### src/rtl/student_fetch.sv
// Instruction fetch front end: credit-limited ROM request issue,
// in-order response capture into a small FIFO, and redirect flushing.
module student_fetch #(
    parameter int ADDR_W = 15,
    parameter int DATA_W = 16,
    parameter int DEPTH = 4,
    parameter logic [ADDR_W-1:0] RESET_ADDR = '0
) (
    input  logic              clk,
    input  logic              reset,
    input  logic              redirect,
    input  logic [ADDR_W-1:0] redirect_addr,
    output logic              rom_req,
    output logic [ADDR_W-1:0] rom_addr,
    input  logic              rom_gnt,
    input  logic              rom_rvalid,
    input  logic [DATA_W-1:0] rom_rdata,
    output logic              instr_valid,
    output logic [DATA_W-1:0] instr,
    output logic [ADDR_W-1:0] instr_pc,
    input  logic              instr_ready
);
    localparam int PW = $clog2(DEPTH);
    localparam int CW = PW + 2;

    logic [ADDR_W-1:0] r_fetch_addr;
    logic [ADDR_W-1:0] r_resp_addr;
    logic [CW-1:0]     r_count;
    logic [CW-1:0]     r_live;
    logic [CW-1:0]     r_stale;
    logic [PW-1:0]     r_wptr;
    logic [PW-1:0]     r_rptr;
    logic [DATA_W-1:0] r_data [DEPTH];
    logic [ADDR_W-1:0] r_pc [DEPTH];

    logic [CW-1:0] w_used;
    logic          w_grant;
    logic          w_drop;
    logic          w_keep;
    logic          w_pop;

    assign w_used  = r_count + r_live + r_stale;
    assign rom_req = reset & ~redirect & (w_used < CW'(DEPTH));
    assign rom_addr = r_fetch_addr;
    assign w_grant = rom_req & rom_gnt;

    // Stale responses are always consumed first; they precede live ones.
    assign w_drop = rom_rvalid & (r_stale != '0);
    assign w_keep = rom_rvalid & (r_stale == '0) & (r_live != '0);
    assign w_pop  = instr_valid & instr_ready;

    assign instr_valid = (r_count != '0);
    assign instr       = instr_valid ? r_data[r_rptr] : '0;
    assign instr_pc    = instr_valid ? r_pc[r_rptr] : '0;

    always_ff @(posedge clk) begin
        if (!reset) begin
            r_fetch_addr <= RESET_ADDR;
            r_resp_addr  <= RESET_ADDR;
            r_count      <= '0;
            r_live       <= '0;
            r_stale      <= '0;
            r_wptr       <= '0;
            r_rptr       <= '0;
        end else if (redirect) begin
            r_fetch_addr <= redirect_addr;
            r_resp_addr  <= redirect_addr;
            r_count      <= '0;
            r_wptr       <= '0;
            r_rptr       <= '0;
            r_live       <= '0;
            // Everything in flight becomes stale; a response this cycle is dropped.
            r_stale      <= r_stale + r_live - CW'(w_drop | w_keep);
        end else begin
            if (w_grant) begin
                r_fetch_addr <= r_fetch_addr + ADDR_W'(1);
            end
            r_live <= r_live + CW'(w_grant) - CW'(w_keep);
            if (w_drop) begin
                r_stale <= r_stale - CW'(1);
            end
            if (w_keep) begin
                r_wptr      <= r_wptr + PW'(1);
                r_resp_addr <= r_resp_addr + ADDR_W'(1);
            end
            if (w_pop) begin
                r_rptr <= r_rptr + PW'(1);
            end
            r_count <= r_count + CW'(w_keep) - CW'(w_pop);
        end
    end

    always_ff @(posedge clk) begin
        if (reset && !redirect && w_keep) begin
            r_data[r_wptr] <= rom_rdata;
            r_pc[r_wptr]   <= r_resp_addr;
        end
    end

endmodule
### config.mk
export PLATFORM = sky130hd
export DESIGN_NAME = student_fetch
export DESIGN_NICKNAME = d
export VERILOG_FILES = /design/src/rtl/student_fetch.sv
export SDC_FILE = /design/constraint.sdc
export NUM_CORES = 1
export LEC_CHECK = 0
export CORE_AREA = 2 2 116 118
export CTS_CLUSTER_DIAMETER = 50
export DETAILED_ROUTE_END_ITERATION = 6
export DIE_AREA = 0 0 118 120
export HOLD_SLACK_MARGIN = 0.03
export PLACE_DENSITY = 0.88
export SLEW_MARGIN = 10
export SYNTH_ARGS = -nofsm -noshare
export SYNTH_HDL_FRONTEND = slang
export SYNTH_SLANG_ARGS = --single-unit
### constraint.sdc
create_clock -name clk -period 10.5 [get_ports clk]
set_input_delay 1.575 -clock clk [delete_from_list [all_inputs] [get_ports clk]]
set_output_delay 1.575 -clock clk [all_outputs]
set_load 0.02 [all_outputs]
* Word level (Yosys, flattened, before mapping)
Memories as Yosys holds them, arrays and structs flattened. A register that Yosys moved wholly into a read port is not among the register bits. Cells that the tools add are included.
Word-level totals: register bits after elaboration 46, RAM bits 124, bits of input ports 37, output and inout port bits 48, word-level logic and storage cells 58, memories 2
Memories:
- r_data | words 4, width 16, rd ports 1, clocked after memory_dff 1, wr ports 1, line 33 | logic [DATA_W-1:0] r_data [DEPTH];
- r_pc | words 4, width 15, rd ports 1, clocked after memory_dff 1, wr ports 1, line 34 | logic [ADDR_W-1:0] r_pc [DEPTH];
Cells by class: add/sub/neg operators 13, order comparisons 1, multiplexer cells 14, bitwise logic cells 10, reductions and logical operators 11
Operators by type and width (count):
- $mux W15 | 5
- $add A15 B1 Y15 const B | 2
- $mux W16 | 1
- $add A4 B4 Y4 | 3
- $reduce_bool A4 Y1 | 3
- $sub A4 B1 Y4 | 3
- $add A4 B1 Y4 | 2
- $mux W2 | 4
- $mux W4 | 2
- $and A1 B1 Y1 | 7
- $reduce_bool A2 Y1 | 3
- $add A2 B1 Y2 const B | 2
- $logic_not A4 Y1 | 1
- $lt A4 B3 Y1 const B | 1
- $sub A4 B1 Y4 const B | 1
- $logic_and A1 B1 Y1 | 2
- $mux W1 | 2
- $not A1 Y1 | 2
- $reduce_or A2 Y1 | 1
- $logic_not A1 Y1 | 1
- $or A1 B1 Y1 | 1

* Depth between registers and ports, before layout
word-level depth 7, gate-level depth with buffers 15, depth with buffers taken out 14

* Worst setup path after synthesis
OpenSTA, ideal clock, no wires.
kind reg-to-output, from register r_count[1], to output rom_req, arrival 2.442 ns, slack 6.483 ns, stages on the path, launching flop included 9, cell sequence dfxtp_1 inv_1 fa_1 or2_2 fa_1 xnor3_1 xnor2_2 buf_4 and3_1
Between the ends: longest elaborated chain between the ends 4
RTL lines:
- start: declaration | line 28 | logic [CW-1:0] r_count;
- start signal: assignment | line 89 | r_count <= r_count + CW'(w_keep) - CW'(w_pop);
- $add A4 B4 Y4 (2 in a row) | line 42 | assign w_used = r_count + r_live + r_stale;
- $lt A4 B3 Y1 | line 43 | assign rom_req = reset & ~redirect & (w_used < CW'(DEPTH));
- $and A1 B1 Y1 | line 43
- end: declaration | line 13 | output logic rom_req,
Every way passes these cells.

* Final worst setup path
from input reset, to output rom_req
Between the ends: longest elaborated chain between the ends 2
RTL lines:
- start: declaration | line 10 | input logic reset,
- $and A1 B1 Y1 (2 in a row) | line 43
Every way passes these cells.

==> results.md <==
* Fillers at between 800 and 900
* Final HPWL DP at 9700 um
* Input/output buffers at 84
* Via count at between 4,000 and 5,000
* Bufs on Longest Clock Path at 2
* GPL Wtd Cong at 0.926
* Area fraction of the dominant cell type after synthesis at 0.494
* Pleak at slightly above 3 nW
* GRT busiest layer: met2
* Minimum clock period at 5530 ps
* Pre-Repair DR Iteration Count at 5
* Post-synth EDFFs at 124
* Via/cell ratio at between 5 and 6
* Largest net degree at the start of global routing at 42
* WS Path Type: in -> out
* Multi-input logic area at 2660 um2
* Initial drt markers at 452
* Status: complete, no violations
* R2R Path Start: r_count[1]
* VDD IR max at approximately 0.16 mV
* RSZ-0062 raised after global routing: false
* Hold Buf Count CTS at 0
* Vias in the first global route at between 4,000 and 5,000
* Layout cells sized above 1 at 0.123
* Async set-or-reset flop fraction in the synthesized netlist at 0
* Area delta synth->final at 21.3%
* Yosys warnings at 0
* WL/cell at 19.2 um
* CTS Buf Count at 17
* Pwr/cell area at 218 nW/um2
* GR Overflow Total at 0
* Least-Margin Pin Slew at approximately 760 ps
* Area of the core at around 13,000 um2
* Flop-to-flop setup slack at between 6000 and 7000 ps
* Die area at between 10,000 and 15,000 um2
* Ratio of final minimum period to clock period at 0.527
* Slew Limit Fails at 0
* Worst-skew pair later-pin latency at approximately 420 ps
* Setup crit start kind: input pin
* Post-synth top area cell: edfxtp_1
* Number of remaining DRC errors at 0
* Setup TNS at 0 ps
* Fin. Hold Viols at 0
* Postcts setup bufs at 0
* Met3 GRT Util at 0.0494
* Unique masters post-synth at 45
* Hold/Removal Path Class: reg -> reg
* Crit-path max cell delay at between 900 and 1000 ps
* Fin Hold WS at 542 ps
* Hold depth at 0
* Place WS at around 5000 ps
* Routed WL at between 15,000 and 20,000 um
* CTS root buf: clkbuf_16
* Final worst slack at 4970 ps
* Worst r2r path cells at 14
* FF+latch count, synth at around 170
* Worst path top cell family by delay: buffers and inverters
* Die H at 120 um
* IO Count at 85
* Hold Path End: r_pc[1][11]
* CTS resizes at 0
* Critical Path Fanout Max at 24
* Worst Hold Launch: r_resp_addr[11]
* Most used cell, CP: clkdlybuf4s50_1
* Clock-pin slew on the worst setup and hold paths at 60 ps
* Area contributors post-synth: edfxtp_1 (49%), dfxtp_1 (13%), mux4_2 (9.3%)
* Placement Rows at between 40 and 50
* Antenna cells at 0
* GR Layer Usage met1 at 0.300
* Worst setup path startpoint: reset
* Crit-path slowest cell: clkdlybuf4s50_1
* Final setup viols at 0
* Worst setup EP type: output pin
* CP arrival at about 4000 ps
* Final Power at 0.00200 W
* Max_slew headroom at 0.489
* Cell area after synthesis at around 7500 um2
* CTS tree: done
* Worst path bufs/invs at 3
* Commonest non-fill, non-tap cell in the layout: edfxtp_1
* Post-synthesis sequential area ratio at 0.621
* Syn_nets at approximately 600
* Maximum clock frequency at 181 MHz
* Global Route met2 Usage at 0.397
* Antenna violations before repair at 0
* Fin nets at around 700
* Cells after Synth at ~530
* Total track usage at 0.233
* Reg-to-Reg End: r_live[2]
* Initial Util at 0.581
* CTS HTree Levels at 4
* Final ANT Viol Nets at 0
* Global-route wire length before repair at about 25,000 um
* Flip-flop and latch area at about 4700 um2
* Commonest non-fill, non-tap cells in the layout: edfxtp_1 (124), clkdlybuf4s50_1 (84), dfxtp_1 (47)
* Final Skew at 15.2 ps
* CP Depth at 5
* Critical path required time at between 8000 and 9000 ps
* Max cap viols at 0
* Die X at ~120 um
* CTS sink cnt at between 150 and 200
* Mapped Avg Cell Area at roughly 14 um2
* Main synth FF type: edfxtp_1
* Cell Chain, Critical Path: clkdlybuf4s50_1 -> inv_1 -> nor2_1 -> and3_1 -> clkdlybuf4s50_1
## registers in the layout, summed over array words and instances, names as in the netlist, named ones only
register	count
r_live	4
r_stale	4
r_pc	60
r_wptr	2
r_resp_addr	15
rom_addr	15
r_data	64
r_rptr	2
r_count	4
## synthesized netlist by cell type, types with 2 or more instances
master    number
inv_1         30
ha_1          25
mux2i_1        2
a31oi_1        2
clkbuf_1      15
and2_1         4
a21o_1         4
mux4_2        31
nand4_1       14
o211a_1        2
o31a_1         3
dfxtp_1       48
xnor2_1       16
and4_1         3
nor2_1        28
buf_2          5
edfxtp_1     124
and3_1         9
a21oi_1       28
nor3b_1        2
nor2b_1       32
nor3_1         7
xor2_1        20
fa_1           6
nand3_1       14
nand2_1       22
o21a_1         2
o21ai_0       16
## layout make-up
cell class	instances	area share
clock inverter	14	0.0152
tap	176	0.0241
clock buffer	18	0.0469
inverter	30	0.0123
sequential	172	0.512
multi-input combinational	308	0.291
timing repair buffer	92	0.0985
## layer usage
| layer | wire length, um | share of wire |
|---|---|---|
| met2 | 7810 | 0.50 |
| met5 | 0 | 0 |
| met4 | 223 | 0.014 |
| met1 | 6420 | 0.41 |
| met3 | 1090 | 0.070 |
## where the power goes
group / total, W / internal [W] / switching (W)
Sequential: 0.000783 / 0.000751 / 0.0000318
Clock: 0.000595 / 0.000332 / 0.000263
Combinational: 0.000619 / 0.000280 / 0.000338
## through the flow
stage,instance area (um2),utilization,std cells
after floorplan,7540,-,531
after global placement,8580,0.661,778
after detailed placement,8580,0.661,778
after CTS,9150,0.705,810
after global routing,9150,0.705,810
final,9150,0.705,810
## worst max-delay path by stage
stage,endpoint,slack (ps)
2_1_floorplan,rom_req,6480
3_3_place_gp,rom_req,5080
3_5_place_dp,rom_req,4990
4_1_cts,rom_req,4980
5_1_grt,rom_req,4780
6_report,rom_req,4970
## cell families (layout without fill, tap and decap cells)
| group | count (synthesis) | in the layout | share of synthesized area |
|---|---|---|---|
| simple gates | 143 | 143 | 0.102 |
| fa+ha+maj | 31 | 31 | 0.0574 |
| compound gates | 62 | 62 | 0.0483 |
| buf+inv | 51 | 154 | 0.0267 |
| xor+xnor | 39 | 39 | 0.0491 |
| mux | 33 | 33 | 0.0952 |
| flops | 172 | 172 | 0.621 |
(Power assumes the default switching activity.)
